--- src/rtl/control_sequencer.sv ---
`default_nettype none
// ============================================================================
// Module      : control_sequencer
// Description : Hardwired Moore control unit for CPU_Datapath. Runs a fetch
//               phase (T0-T2), then an execute phase (T3-T7) selected by the
//               opcode latched from IR[31:27] at the T2->T3 edge.
//               Every strobe is decoded from the registered state, the
//               latched opcode and the memory-wait counter. The only
//               exception is the br T6 PC load, which is qualified by CON.
// Revision    : 1.0 - initial release
// ----------------------------------------------------------------------------
// Ports
//   clk, clr        clock (rising edge), asynchronous active-high reset
//   run             start/continue, sampled in IDLE and in the last
//                   execute state
//   IR[31:0], CON   instruction register and branch condition from datapath
//   PCout..CON_FF_In  datapath strobes, one bit each
//   ALUSelection    ALU op code; ALU_ADD whenever Zin is low
//   halted          high in HALT
//   state           present state: IDLE=0, T0..T7=1..8, HALT=9
// Configuration
//   CTRL_MULDIV_EN  when defined, adds the mul (01111) / div (10000) sequences.
//                   When undefined, both opcodes decode as nop.
// ============================================================================
module control_sequencer #(
  parameter int         MEM_WAIT = 1,
  parameter logic [4:0] ALU_ADD  = 5'b00001,
  parameter logic [4:0] ALU_SUB  = 5'b00010,
  parameter logic [4:0] ALU_AND  = 5'b00011,
  parameter logic [4:0] ALU_OR   = 5'b00100,
  parameter logic [4:0] ALU_MUL  = 5'b01111,
  parameter logic [4:0] ALU_DIV  = 5'b10000
) (
  input  logic        clk,
  input  logic        clr,
  input  logic        run,
  input  logic [31:0] IR,
  input  logic        CON,
  output logic        PCout,
  output logic        PCin,
  output logic        IncPC,
  output logic        MARin,
  output logic        MDRin,
  output logic        MDRout,
  output logic        MDRread,
  output logic        wren,
  output logic        IRin,
  output logic        Yin,
  output logic        Zin,
  output logic        ZLOout,
  output logic        ZHIout,
  output logic        Gra,
  output logic        Grb,
  output logic        Grc,
  output logic        Rin,
  output logic        Rout,
  output logic        BAout,
  output logic        Cout,
  output logic        HIin,
  output logic        Loin,
  output logic        HIout,
  output logic        Loout,
  output logic        InPortout,
  output logic        OPin,
  output logic        CON_FF_In,
  output logic [4:0]  ALUSelection,
  output logic        halted,
  output logic [4:0]  state
);

  typedef enum logic [4:0] {
    IDLE = 5'd0, T0 = 5'd1, T1 = 5'd2, T2 = 5'd3, T3 = 5'd4,
    T4 = 5'd5, T5 = 5'd6, T6 = 5'd7, T7 = 5'd8, HALT = 5'd9
  } state_t;

  localparam logic [4:0] OP_LD   = 5'b00000;
  localparam logic [4:0] OP_LDI  = 5'b00001;
  localparam logic [4:0] OP_ST   = 5'b00010;
  localparam logic [4:0] OP_ADD  = 5'b00011;
  localparam logic [4:0] OP_SUB  = 5'b00100;
  localparam logic [4:0] OP_AND  = 5'b00101;
  localparam logic [4:0] OP_OR   = 5'b00110;
  localparam logic [4:0] OP_ADDI = 5'b01100;
  localparam logic [4:0] OP_ANDI = 5'b01101;
  localparam logic [4:0] OP_ORI  = 5'b01110;
  localparam logic [4:0] OP_MUL  = 5'b01111;
  localparam logic [4:0] OP_DIV  = 5'b10000;
  localparam logic [4:0] OP_BR   = 5'b10011;
  localparam logic [4:0] OP_JR   = 5'b10100;
  localparam logic [4:0] OP_IN   = 5'b10110;
  localparam logic [4:0] OP_OUT  = 5'b10111;
  localparam logic [4:0] OP_MFHI = 5'b11000;
  localparam logic [4:0] OP_MFLO = 5'b11001;
  localparam logic [4:0] OP_HALT = 5'b11011;

  localparam int                WAIT_W    = (MEM_WAIT > 1) ? $clog2(MEM_WAIT) : 1;
  localparam logic [WAIT_W-1:0] WAIT_LAST = WAIT_W'(MEM_WAIT - 1);

  state_t            r_state;
  state_t            w_next;
  state_t            w_last;
  logic [4:0]        r_op;
  logic [WAIT_W-1:0] r_wait;
  logic              w_mem_hold;
  logic              w_wait_done;
  logic [4:0]        w_alu_op;

  // These bits are consumed by the datapath, not by the sequencer.
  logic unused_bits;
`ifdef CTRL_MULDIV_EN
  assign unused_bits = ^IR[26:0];
`else
  assign unused_bits = ^{IR[26:0], ALU_MUL, ALU_DIV};
`endif

  // Memory-read states stay put until the counter reaches MEM_WAIT-1.
  assign w_mem_hold  = (r_state == T1) || ((r_state == T6) && (r_op == OP_LD));
  assign w_wait_done = (r_wait == WAIT_LAST);
  assign state       = r_state;

  always_ff @(posedge clk or posedge clr) begin
    if (clr) begin
      r_state <= IDLE;
      r_op    <= 5'd0;
      r_wait  <= '0;
    end else begin
      r_state <= w_next;
      if (r_state == T2) r_op <= IR[31:27];
      r_wait  <= (w_mem_hold && !w_wait_done) ? r_wait + 1'b1 : '0;
    end
  end

  // Final execute state for each opcode; anything undecoded ends after T3.
  always_comb begin
    w_last = T3;
    case (r_op)
      OP_LD, OP_ST:                                      w_last = T7;
      OP_BR:                                             w_last = T6;
      OP_ADD, OP_SUB, OP_AND, OP_OR,
      OP_ADDI, OP_ANDI, OP_ORI, OP_LDI:                  w_last = T5;
`ifdef CTRL_MULDIV_EN
      OP_MUL, OP_DIV:                                    w_last = T6;
`endif
      default:                                           w_last = T3;
    endcase
  end

  always_comb begin
    w_alu_op = ALU_ADD;
    case (r_op)
      OP_SUB:           w_alu_op = ALU_SUB;
      OP_AND, OP_ANDI:  w_alu_op = ALU_AND;
      OP_OR, OP_ORI:    w_alu_op = ALU_OR;
`ifdef CTRL_MULDIV_EN
      OP_MUL:           w_alu_op = ALU_MUL;
      OP_DIV:           w_alu_op = ALU_DIV;
`endif
      default:          w_alu_op = ALU_ADD;
    endcase
  end

  // Next-state logic
  always_comb begin
    w_next = r_state;
    case (r_state)
      IDLE: if (run) w_next = T0;
      T0:   w_next = T1;
      T1:   if (w_wait_done) w_next = T2;
      T2:   w_next = T3;
      T3, T4, T5, T6, T7: begin
        if ((r_state == T3) && (r_op == OP_HALT)) begin
          w_next = HALT;
        end else if (w_mem_hold && !w_wait_done) begin
          w_next = r_state;
        end else if (r_state == w_last) begin
          w_next = run ? T0 : IDLE;
        end else begin
          case (r_state)
            T3:      w_next = T4;
            T4:      w_next = T5;
            T5:      w_next = T6;
            T6:      w_next = T7;
            default: w_next = IDLE;
          endcase
        end
      end
      HALT:    w_next = HALT;
      default: w_next = IDLE;
    endcase
  end

  // Strobe decode
  always_comb begin
    PCout = 1'b0; PCin = 1'b0; IncPC = 1'b0; MARin = 1'b0;
    MDRin = 1'b0; MDRout = 1'b0; MDRread = 1'b0; wren = 1'b0;
    IRin = 1'b0; Yin = 1'b0; Zin = 1'b0; ZLOout = 1'b0; ZHIout = 1'b0;
    Gra = 1'b0; Grb = 1'b0; Grc = 1'b0; Rin = 1'b0; Rout = 1'b0;
    BAout = 1'b0; Cout = 1'b0; HIin = 1'b0; Loin = 1'b0; HIout = 1'b0;
    Loout = 1'b0; InPortout = 1'b0; OPin = 1'b0; CON_FF_In = 1'b0;
    ALUSelection = ALU_ADD;
    halted = (r_state == HALT);
    case (r_state)
      T0: begin PCout = 1'b1; MARin = 1'b1; IncPC = 1'b1; Zin = 1'b1; end
      T1: begin
        ZLOout = 1'b1; MDRread = 1'b1; MDRin = 1'b1;
        PCin = w_wait_done;  // PC loads once, on the final wait cycle
      end
      T2: begin MDRout = 1'b1; IRin = 1'b1; end
      T3, T4, T5, T6, T7: begin
        case (r_op)
          OP_ADD, OP_SUB, OP_AND, OP_OR,
          OP_ADDI, OP_ANDI, OP_ORI: begin
            case (r_state)
              T3: begin Grb = 1'b1; Rout = 1'b1; Yin = 1'b1; end
              T4: begin
                Zin = 1'b1; ALUSelection = w_alu_op;
                if (r_op[3]) Cout = 1'b1;  // immediate forms take C
                else begin Grc = 1'b1; Rout = 1'b1; end
              end
              T5: begin ZLOout = 1'b1; Gra = 1'b1; Rin = 1'b1; end
              default: ;
            endcase
          end
          OP_LDI, OP_LD, OP_ST: begin
            case (r_state)
              T3: begin Grb = 1'b1; BAout = 1'b1; Yin = 1'b1; end
              T4: begin Cout = 1'b1; Zin = 1'b1; end
              T5: begin
                ZLOout = 1'b1;
                if (r_op == OP_LDI) begin Gra = 1'b1; Rin = 1'b1; end
                else MARin = 1'b1;
              end
              T6: begin
                MDRin = 1'b1;
                if (r_op == OP_LD) MDRread = 1'b1;
                else begin Gra = 1'b1; Rout = 1'b1; end
              end
              T7: begin
                if (r_op == OP_LD) begin MDRout = 1'b1; Gra = 1'b1; Rin = 1'b1; end
                else wren = 1'b1;
              end
              default: ;
            endcase
          end
          OP_BR: begin
            case (r_state)
              T3: begin Gra = 1'b1; Rout = 1'b1; CON_FF_In = 1'b1; end
              T4: begin PCout = 1'b1; Yin = 1'b1; end
              T5: begin Cout = 1'b1; Zin = 1'b1; end
              T6: begin ZLOout = CON; PCin = CON; end
              default: ;
            endcase
          end
`ifdef CTRL_MULDIV_EN
          OP_MUL, OP_DIV: begin
            case (r_state)
              T3: begin Gra = 1'b1; Rout = 1'b1; Yin = 1'b1; end
              T4: begin Grb = 1'b1; Rout = 1'b1; Zin = 1'b1; ALUSelection = w_alu_op; end
              T5: begin ZLOout = 1'b1; Loin = 1'b1; end
              T6: begin ZHIout = 1'b1; HIin = 1'b1; end
              default: ;
            endcase
          end
`endif
          OP_JR:   if (r_state == T3) begin Gra = 1'b1; Rout = 1'b1; PCin = 1'b1; end
          OP_IN:   if (r_state == T3) begin InPortout = 1'b1; Gra = 1'b1; Rin = 1'b1; end
          OP_OUT:  if (r_state == T3) begin Gra = 1'b1; Rout = 1'b1; OPin = 1'b1; end
          OP_MFHI: if (r_state == T3) begin HIout = 1'b1; Gra = 1'b1; Rin = 1'b1; end
          OP_MFLO: if (r_state == T3) begin Loout = 1'b1; Gra = 1'b1; Rin = 1'b1; end
          default: ;  // nop, halt T3 and undecoded opcodes
        endcase
      end
      default: ;
    endcase
  end

endmodule
`default_nettype wire

--- config.mk ---
export PLATFORM = sky130hd
export DESIGN_NAME = control_sequencer
export DESIGN_NICKNAME = d
export VERILOG_FILES = /design/src/rtl/control_sequencer.sv
export SDC_FILE = /design/constraint.sdc
export NUM_CORES = 1
export LEC_CHECK = 0
export CORE_MARGIN = 2
export CORE_UTILIZATION = 37
export DETAILED_ROUTE_END_ITERATION = 10
export PLACE_DENSITY_LB_ADDON = 0.08
export REMOVE_ABC_BUFFERS = 1
export SLEW_MARGIN = 15
export SYNTH_ARGS = -nofsm -noshare
export SYNTH_HDL_FRONTEND = slang
export SYNTH_SLANG_ARGS = --single-unit
--- constraint.sdc ---
create_clock -name clk -period 2.4 [get_ports clk]
set_input_delay 0.36 -clock clk [delete_from_list [all_inputs] [get_ports clk]]
set_output_delay 0.36 -clock clk [all_outputs]
set_load 0.02 [all_outputs]
==> flow_summary.yaml <==
yosys:
  yosys.area_share.simple_pct: 36.38
  synth_top_family_by_area: "simple AND/OR/NAND/NOR gates"
  ys.warnings.count: 0
  synth_edf_count: 0
  syn_inst: 160
  synth_ff_type: "dfrtp_1"
  syn_area_sq_um: 1176
  synth_mux_area_share_pct: 4.894
  synth-adder-area-share_pct: 0
  yosys_register_bits: 10
  ys_seq_area_share_pct: 21.28
  syn_area_per_cell_sq_um: 7.351
  synth_compound_area_share_pct: 25.21
  async_flop_share_pct: 100.0
  synth_xor_area_share_pct: 1.489
  synth_cell_types: 50
detailed_routing:
  vias_per_cell: 5.541
  vias: 1485
  wl_per_cell_um: 14.66
  routed_wl_um: 3928
  dr.pass1.iters: 4
  drt_iter0_drc: 81
  drcViolationCount: 0
  ant_nets: 0
placement:
  dp_slack_ps: -6.020
  dp_cells: 265
  place_congestion: 0.8711
  dp_hpwl_um: 3129
  port_buffers: 40
floorplanning:
  die_w_um: 60.38
  rows: 20
  die_area_sq_um: 3646
  die_h_um: 60.38
  io_pins: 74
  start_util_pct: 38.84
  core_sq_um: 3028
sta:
  setup_violations: 0
  hold_viol: 0
  layout_setup_ws_ps: 45.21
  fin_crit_sh_pct: 98.12
  fmax_mhz: 424.7
  fin_setup_tns_ps: 0
  grt_setup_unrepaired: "true"
  finalMaxSlewViolations: 0
  holdWs_ps: 365.4
  clock-skew-final_ps: 1.662
  period_minus_slack_ps: 2355
final_layout:
  antennaDiodeCount: 0
  multi_input_area_sq_um: 848.3
  area_growth_syn_to_layout_pct: 55.43
  seq_area_sq_um: 255.2
  fin_nets: 262
  drive_gt1_share_pct: 26.34
  num-fill-cells: 306
  layout.cells.non_filler: 268
power_and_ir_drop:
  p_switching_uw: 1276
  vdd_drop_max_uv: 839.0
  leakage_uw: 0.0008514
  p_per_area_nw_per_um2: 1363
  intPower_uw: 1214
  p_comb_share_pct: 80.0
  power_frac_clock_pct: 4.1
  power_switching_share_pct: 51.25
  pwr-share-seq_pct: 15.9
job:
  cap_violations: 0
worst_hold_path:
  hold_class: "input pin to async pin"
run_status:
  run_status: "finished, final reports clean"
clocking:
  cts_hold_buffers: 0
  cts_num_sinks: 10
  clk_latency_ps: 250
  clk_path_buf_depth: 2
  cts.htree.levels: 1
  cts_tree: "built"
  cts_buffers: 3
  clkTransAtPathRegs_ps: 50
  cts-root-buf: "clkbuf_4"
global_routing:
  antenna_found_initial: 0
  gr-total-overflow: 0
  grt_pass1_wl_um: 6320
  grt_pass1_vias: 1397
  grt_usage_pct: 23.22
  grt_max_degree: 17
worst_setup_path:
  cp-end-kind: "primary output"
  critPathRequiredTime_ps: 2040
  crit_slowest_cell: "clkdlybuf4s50_1"
  start_kind: "register"
  worstSetupPathType: "register to primary output"
  slowest_delay_ps: 620
  path_cells: "buf_4 > nor2_1 > and3_2 > clkdlybuf4s50_1"
  crit_arrival_ps: 1990
  worstPathMaxFanout: 12
## critical path: cells and delay by family, from the launching register on
| kind | cells | cell delay (ps) |
|---|---|---|
| buf+inv | 2 | 830 |
| flops | 1 | 430 |
| simple gates | 2 | 470 |
## per-stage QoR
stage               instance area [sq um]  util (%)  total power, uW
finish                               1828     60.37             2491
floorplan                            1091         -             1426
global placement                     1807     59.67             2370
CTS                                  1829     60.41             2477
detailed placement                   1807     59.67             2396
global route                         1828     60.37             2668
## worst paths after layout
| kind | endpoint | cells past startpoint | slack [ps] | start |
|---|---|---|---|---|
| max in group asynchronous | state[1]$_DFFE_PP0P_ | 2 | 1760 | clr |
| min in group clk | state[1]$_DFFE_PP0P_ | 1 | 590 | state[3]$_DFFE_PP0P_ |
| worst max-delay path | IRin | 4 | 50 | state[3]$_DFFE_PP0P_ |
| worst max register to register | state[2]$_DFFE_PP0P_ | 7 | 420 | r_op[4]$_DFFE_PP0P_ |
| worst min register to register | state[1]$_DFFE_PP0P_ | 1 | 590 | state[3]$_DFFE_PP0P_ |
| worst min-delay path | r_op[3]$_DFFE_PP0P_ | 2 | 370 | clr |
## power groups by stage
| stage | clock network, uW | registers [uW] | logic [uW] |
|---|---|---|---|
| after floorplan | 0 | 503 | 923 |
| after global placement | 0 | 384 | 1990 |
| after detailed placement | 0 | 382 | 2010 |
| after CTS | 108 | 389 | 1980 |
| after global routing | 117 | 408 | 2140 |
| final | 103 | 396 | 1990 |
## routing by layer
metal  global-route usage, %  vias up  wire (um)
met5                       0        -          0
met4                   12.38        0        116
met3                   2.345       12        265
met2                   38.51       65       1907
met1                   29.78      701       1639
li1                        -      707          -
## logic make-up (layout without fill, tap and decap cells)
kind of cell / count (synthesis) / after routing
other cells: 1 / 7
mux: 5 / 5
flops: 10 / 10
xor+xnor: 2 / 2
simple gates: 79 / 79
buf+inv: 22 / 80
compound gates: 41 / 41
## cell usage after synthesis, drive strengths merged, types with 2 or more instances
master  instances  share of area (%)
nand2          16                5.1
nor2           15                4.8
nor3           11                4.7
buf            10                6.6
dfrtp          10                 21
clkbuf          8                2.6
nand2b          8                4.3
o21ai           8                3.4
a21oi           6                2.6
nand3           6                3.6
nor2b           5                2.7
inv             4                1.3
o211ai          4                2.6
a211oi          3                1.9
a31oi           3                1.6
mux2            3                3.2
or2             3                1.6
or3             3                1.6
a21boi          2                1.3
a31o            2                1.5
a41oi           2                1.5
mux2i           2                1.7
nand4           2                1.1
nor4            2                1.6
o32ai           2                1.5
xnor2           2                1.5
## cell usage in the layout, fill, tap and decap left out, types with 2 or more instances in the layout
cell type and n:
a211oi_1 3, a21oi_1 6, a31o_2 2, a31oi_1 3
a41oi_1 2, buf_4 32, clkbuf_2 3, clkbuf_4 3
clkdlybuf4s50_1 16, conb_1 7, dfrtp_1 6, dfrtp_2 4
dlygate4sd2_1 17, dlymetal6s2s_1 3, inv_1 4, mux2_2 2
mux2i_1 2, nand2_1 16, nand2b_1 8, nand3_1 5
nand4_1 2, nor2_1 15, nor2b_1 5, nor3_1 9
nor3_2 2, o211ai_1 4, o21ai_0 8, o32ai_1 2
or2_2 3, or3_1 3, xnor2_1 2
## layout make-up
class	instances	share of cell area (%)
Clock buffer	3	1.232
Multi-Input combinational cell	134	46.41
Sequential cell	10	13.96
Inverter	4	0.8214
Tap cell	44	3.012
Timing Repair Buffer	73	34.57
## what timing repair did
| action | in CTS | in global routing |
|---|---|---|
| setup buffers | 0 | 0 |
| resized for setup | 29 | 11 |
| endpoints found under the setup margin | 23 | 8 |
| gates cloned | 0 | 0 |
## flip-flops by register name, indices dropped and copies added, names as in the netlist
signal  cells
r_op        5
r_wait      1
state       4
Power figures use the tool's default switching activity.
==> RTL change 1, RTL diff (same settings) <==
Add an input register stage for `run` and `CON`, with the module's reset; this delays them by one clock. The other inputs are not delayed to match.
--- a/src/rtl/control_sequencer.sv
+++ b/src/rtl/control_sequencer.sv
@@ -98,2 +98,15 @@
 
+  logic run_q;
+  logic CON_q;
+
+  always_ff @(posedge clk or posedge clr) begin
+    if (clr) begin
+      run_q <= '0;
+      CON_q <= '0;
+    end else begin
+      run_q <= run;
+      CON_q <= CON;
+    end
+  end
+
   state_t            r_state;
@@ -165,3 +178,3 @@
     case (r_state)
-      IDLE: if (run) w_next = T0;
+      IDLE: if (run_q) w_next = T0;
       T0:   w_next = T1;
@@ -175,3 +188,3 @@
         end else if (r_state == w_last) begin
-          w_next = run ? T0 : IDLE;
+          w_next = run_q ? T0 : IDLE;
         end else begin
@@ -249,3 +262,3 @@
               T5: begin Cout = 1'b1; Zin = 1'b1; end
-              T6: begin ZLOout = CON; PCin = CON; end
+              T6: begin ZLOout = CON_q; PCin = CON_q; end
               default: ;
Check against the original RTL: not equivalent (Yosys sat finds a counterexample within 4 cycles, from zero or initial values).
==> RTL change 1 against the unedited design <==
Synthesized cell count grew 8.1%. Sequential cell count grew 2. Combinational power grew 5%. Sequential power shrank 3%. Sequential share of layout area grew 1.2 points. Final area grew 9.0%. Largest power group unchanged. Total power grew 5.0%. Worst setup slack gained 0.078 ns. Clock skew shrank 0.0010 ns. Critical endpoint is now CON_FF_In. Routed wire length grew 4.9%. Hold slack gained 0.024 ns. Utilization grew 0.28 points. Die area grew 5.1%. Synthesized area grew 5.4%.
==> RTL change 1: results (changes against the unedited design) <==
* Crit-path max FO at 4 (-8)
* Setup WS pre-CTS at 0.0234 ns (+0.0294 ns)
* Number of synthesized flops with an enable pin at 0 (unchanged)
* Clk pin slew, worst setup/hold paths at 0.07 ns (+0.02 ns)
* Crit path max-delay cell type: clkdlybuf4s50_1
* Share of flip-flops with an asynchronous set or reset at 100% (unchanged)
* Vias in the first global route at 1392 (-0.36%)
* Initial antenna violation count at 0 (unchanged)
* First drt pass iteration count at 4 (unchanged)
* Worst Clk Skew at 0.000618 ns (-0.00104 ns)
* Pin count of the biggest net entering global routing at 14 (-3)
* Max Buffers Root-to-Sink at 2 (unchanged)
* Vias/cell at 5.20 (-6.1%)
* Main area contributors after synthesis: dfrtp_1 (24%), nor2_1 (6.4%), nand3_1 (4.4%), buf_4 (4.2%), nand2_1 (4.2%)
* Slowest stage delay, CP at 0.60 ns (-0.02 ns)
* Buffers added on ports at 40 (unchanged)
* Final wirelength at 4120 µm (+4.9%)
* Placer Congestion at 0.874 (+0.38%)
* Post-DP HPWL at 3410 µm (+8.8%)
* DR iter-0 viols at 115 (+42%)
* Final-layout fill cell count at 330 (+7.8%)
* Most frequent cells after synthesis: nor2_1 (21), nand2_1 (14), dfrtp_1 (12), nand3_1 (11), o21ai_0 (10)
* Reg with most FFs: r_op
* Hold WC Path Type: in2async
* Sequential share of the synthesized area at 24.2% (+2.9 points)
* Nets at 285 (+8.8%)
* Max reg flops at 5 (unchanged)
* Status: finished clean
* H-tree level count at 1 (unchanged)
* Clock Tree Root: clkbuf_4
* All-Layer GR Usage at 23.3% (+0.12 points)
* Share of layout cells above drive strength 1 at 25.4% (-0.94 points)
* Synth Warn # at 0 (unchanged)
* # diodes at 0 (unchanged)
* Leak at 0.997 nW (+17%)
* CP top delay family: buffers and inverters
* Worst-skew pair later-pin latency at about 0.26 ns
* First-pass GRT wire length at 6620 µm (+4.8%)
* VDD IR max at 0.694 mV (-17%)
* CTS buffer count at 3 (unchanged)
* Synth cell types at 49 (-2.0%)
RTL change 1: cell count changes after synthesis, moves of 3 or more:
cell      unedited run  this run
nand3_1              5        11
clkbuf_1             8         5
o211ai_1             4         0
nor2_1              15        21
nor2b_1              5         8
buf_2                2         5
RTL change 1: cell type report:
cell class                 instances  area (µm²)  area share [%]
tap                               46        57.6            2.89
timing repair buffer              84         719            36.1
sequential                        12         302            15.1
multi-input combinational        143         858            43.1
clock buffer                       4        36.3            1.82
inverter                           5        18.8           0.942
RTL change 1: metrics by stage:
stage / util [%] / instances / total power [mW] / instance area [µm²]
5_1_grt: 60.6 / 294 / 2.83 / 1990
6_report: 60.6 / 294 / 2.62 / 1990
3_3_place_gp: 59.6 / 290 / 2.47 / 1960
2_1_floorplan: - / 160 / 1.44 / 1160
4_1_cts: 60.3 / 294 / 2.60 / 1980
3_5_place_dp: 59.6 / 290 / 2.50 / 1960
RTL change 1: worst reg2reg max path: stages, from the launching register on:
cell and delay (ns):
dfrtp_1 0.44, buf_4 0.17, nor2b_1 0.14, buf_4 0.14, a21boi_1 0.11, or4b_1 0.48
a211o_1 0.29, a32o_1 0.27
RTL change 1: kinds of logic after synthesis:
kind of cell / Yosys count / share of synthesized area, %
compound gates: 38 / 20.9
xor+xnor: 4 / 2.83
buf+inv: 24 / 9.99
flops: 12 / 24.2
mux: 4 / 3.43
other cells: 1 / 0.302
simple gates: 90 / 38.3
RTL change 1: final timing paths:
check                                        to  slack [ns]  cells past startpoint           startpoint
setup / recovery                      CON_FF_In        0.12                      4  r_op[2]$_DFFE_PP0P_
hold / removal              r_op[2]$_DFFE_PP0P_        0.39                      2                  clr
setup reg to reg           state[0]$_DFFE_PP0P_        0.26                      7  r_op[2]$_DFFE_PP0P_
hold reg to reg            state[0]$_DFFE_PP0P_        0.53                      1      run_q$_DFF_PP0_
max in group asynchronous  state[0]$_DFFE_PP0P_        1.69                      2                  clr
min in group clk           state[0]$_DFFE_PP0P_        0.53                      1      run_q$_DFF_PP0_
RTL change 1: layer usage:
metal  global-route usage [%]  share of wire, %
met1                     33.7                46
met2                     37.7                48
met3                    0.828               4.1
met4                     7.60               1.9
met5                        0                 0
RTL change 1: power by group:
group / internal, mW / leakage [nW] / switching (mW)
registers: 0.281 / 0.145 / 0.104
logic: 0.979 / 0.831 / 1.10
clock network: 0.0921 / 0.0210 / 0.0608
total: 1.35 / 0.997 / 1.26
RTL change 1: repair_timing:
action                                  CTS  global route
resized for setup                        23            21
endpoints found under the setup margin   20            16
buffers inserted                          0             0
==> RTL change 2, RTL diff (config.mk and constraints unchanged) <==
Without the edit above. Add a define of `CTRL_MULDIV_EN`.
--- a/src/rtl/control_sequencer.sv
+++ b/src/rtl/control_sequencer.sv
@@ -24,2 +24,4 @@
 // ============================================================================
+`define CTRL_MULDIV_EN
+
 module control_sequencer #(
Function: changed (a bounded check fails within 10 cycles, from zero or initial values).
==> RTL change 2 against the unedited design <==
The run now ends with negative setup slack left. Total power increased by 14%. Global-route usage decreased by 0.67 points. Synthesized area rose by 6.2%. Worst setup slack got worse by 0.10 ns. Hold slack improved by 0.0031 ns. Sequential cell count is the same. Final area is 16% higher. Routed wire length grew 6.8%. Die area up 5.8%.
==> RTL change 2: results (changes against the unedited design) <==
* First-pass GRT wire length at 6540 µm (+3.5%)
* Worst setup margin at -0.0544 ns (-0.0997 ns)
* Setup TNS at -0.184 ns (-0.184 ns)
* CP Data Arrival Time at 2.09 ns (+0.10 ns)
* Status: finished, violations left
* Reg2Reg Capture Point: state[0]$_DFFE_PP0P_
* Hold_ws at 0.369 ns (+0.00306 ns)
* VDD IR max at 0.716 mV (-15%)
* Flop2flop setup slack at 0.28 ns (-0.14 ns)
* Most frequent cells after synthesis: nand2_1 (22), nor2_1 (18), nor3_1 (11), dfrtp_1 (10), a21oi_1 (8)
* Placer Congestion at 0.875 (+0.44%)
* Final setup violation count at 6 (+6)
* Buffers added on ports at 45 (+13%)
* DR iter-0 viols at 134 (+65%)
* WL/cell at 13.8 µm (-5.9%)
* All-Layer GR Usage at 22.5% (-0.67 points)
* Synth top area share at 20.0% (-1.2 points)
* Post-DP HPWL at 3330 µm (+6.4%)
* Reg-to-reg startpoint: r_op[0]$_DFFE_PP0P_
* Synth cell types at 46 (-8.0%)
* Failing checks: negative setup slack
* Worst Clk Skew at 0.000235 ns (-0.00143 ns)
* Fin cells at 304 (+13%)
* Final-layout fill cell count at 299 (-2.3%)
* Main area contributors after synthesis: dfrtp_1 (20%), nand2_1 (6.6%), nor2_1 (5.4%), ha_1 (5.0%), nor3_1 (4.4%)
* R2R depth at 9 (+2)
* Reg with most FFs: r_op
* Flop+latch power at 329 µW (-17%)
* CP endpoint: Gra
* Sequential share of the synthesized area at 20.0% (-1.2 points)
* Total number of vias at 1651 (+11%)
* Share of layout cells above drive strength 1 at 38.4% (+12 points)
* Post-DP Area at 0.00202 mm² (+12%)
* Max Buffers Root-to-Sink at 2 (unchanged)
* Sw frac at 48.2% (-3.0 points)
* Leak at 0.980 nW (+15%)
## RTL change 2: cell types whose count changed after synthesis, sizes merged, moves of 4 or more
cell	unedited run	this run
and3	1	5
clkbuf	8	4
ha	0	5
nand2	16	22
o21ai	8	14
## RTL change 2: worst max-delay path: stages, from the launching register on
cell	delay [ns]
dfrtp_1	0.41
inv_2	0.08
ha_4	0.17
buf_6	0.13
o31ai_4	0.23
a21o_1	0.22
buf_6	0.12
a21oi_1	0.06
nor2_2	0.15
o211ai_1	0.11
buf_2	0.17
## RTL change 2: metrics by stage
stage,util [%],setup WS (ns)
after floorplan,-,0.222
after global placement,61.4,-0.265
after detailed placement,61.4,-0.274
after CTS,62.4,-0.0576
after global routing,64.4,-0.158
final,64.4,-0.0544
## RTL change 2: cell type report
| cell class | count | share of cell area, % |
|---|---|---|
| multi-input combinational | 146 | 47.9 |
| timing repair buffer | 92 | 35.2 |
| sequential | 10 | 11.8 |
| tap | 46 | 2.72 |
| inverter | 7 | 1.24 |
| clock buffer | 3 | 1.06 |
## RTL change 2: metal layers
layer	up-vias	global-route usage, %	wire length [µm]	share of wire [%]
met5	-	0	0	0
met1	764	30.2	1790	43
met3	12	1.86	248	5.9
met2	74	36.2	2050	49
li1	801	-	-	-
met4	0	11.6	112	2.7
## RTL change 2: logic make-up (layout without fill, tap and decap cells)
logic type / count (synthesis) / in the layout / share of synthesized area, %
flops: 10 / 10 / 20.0
buf+inv: 19 / 102 / 7.11
other cells: 1 / 2 / 0.300
xor+xnor: 2 / 2 / 1.40
mux: 2 / 2 / 1.80
compound gates: 45 / 45 / 23.4
simple gates: 90 / 90 / 40.9
fa+ha+maj: 5 / 5 / 5.01
## RTL change 2: what timing repair did
item                       in CTS  in global routing
setup buffers                   2                  4
gates resized for setup        88                 45
setup endpoints to repair      29                 26
pin swaps                       5                  3
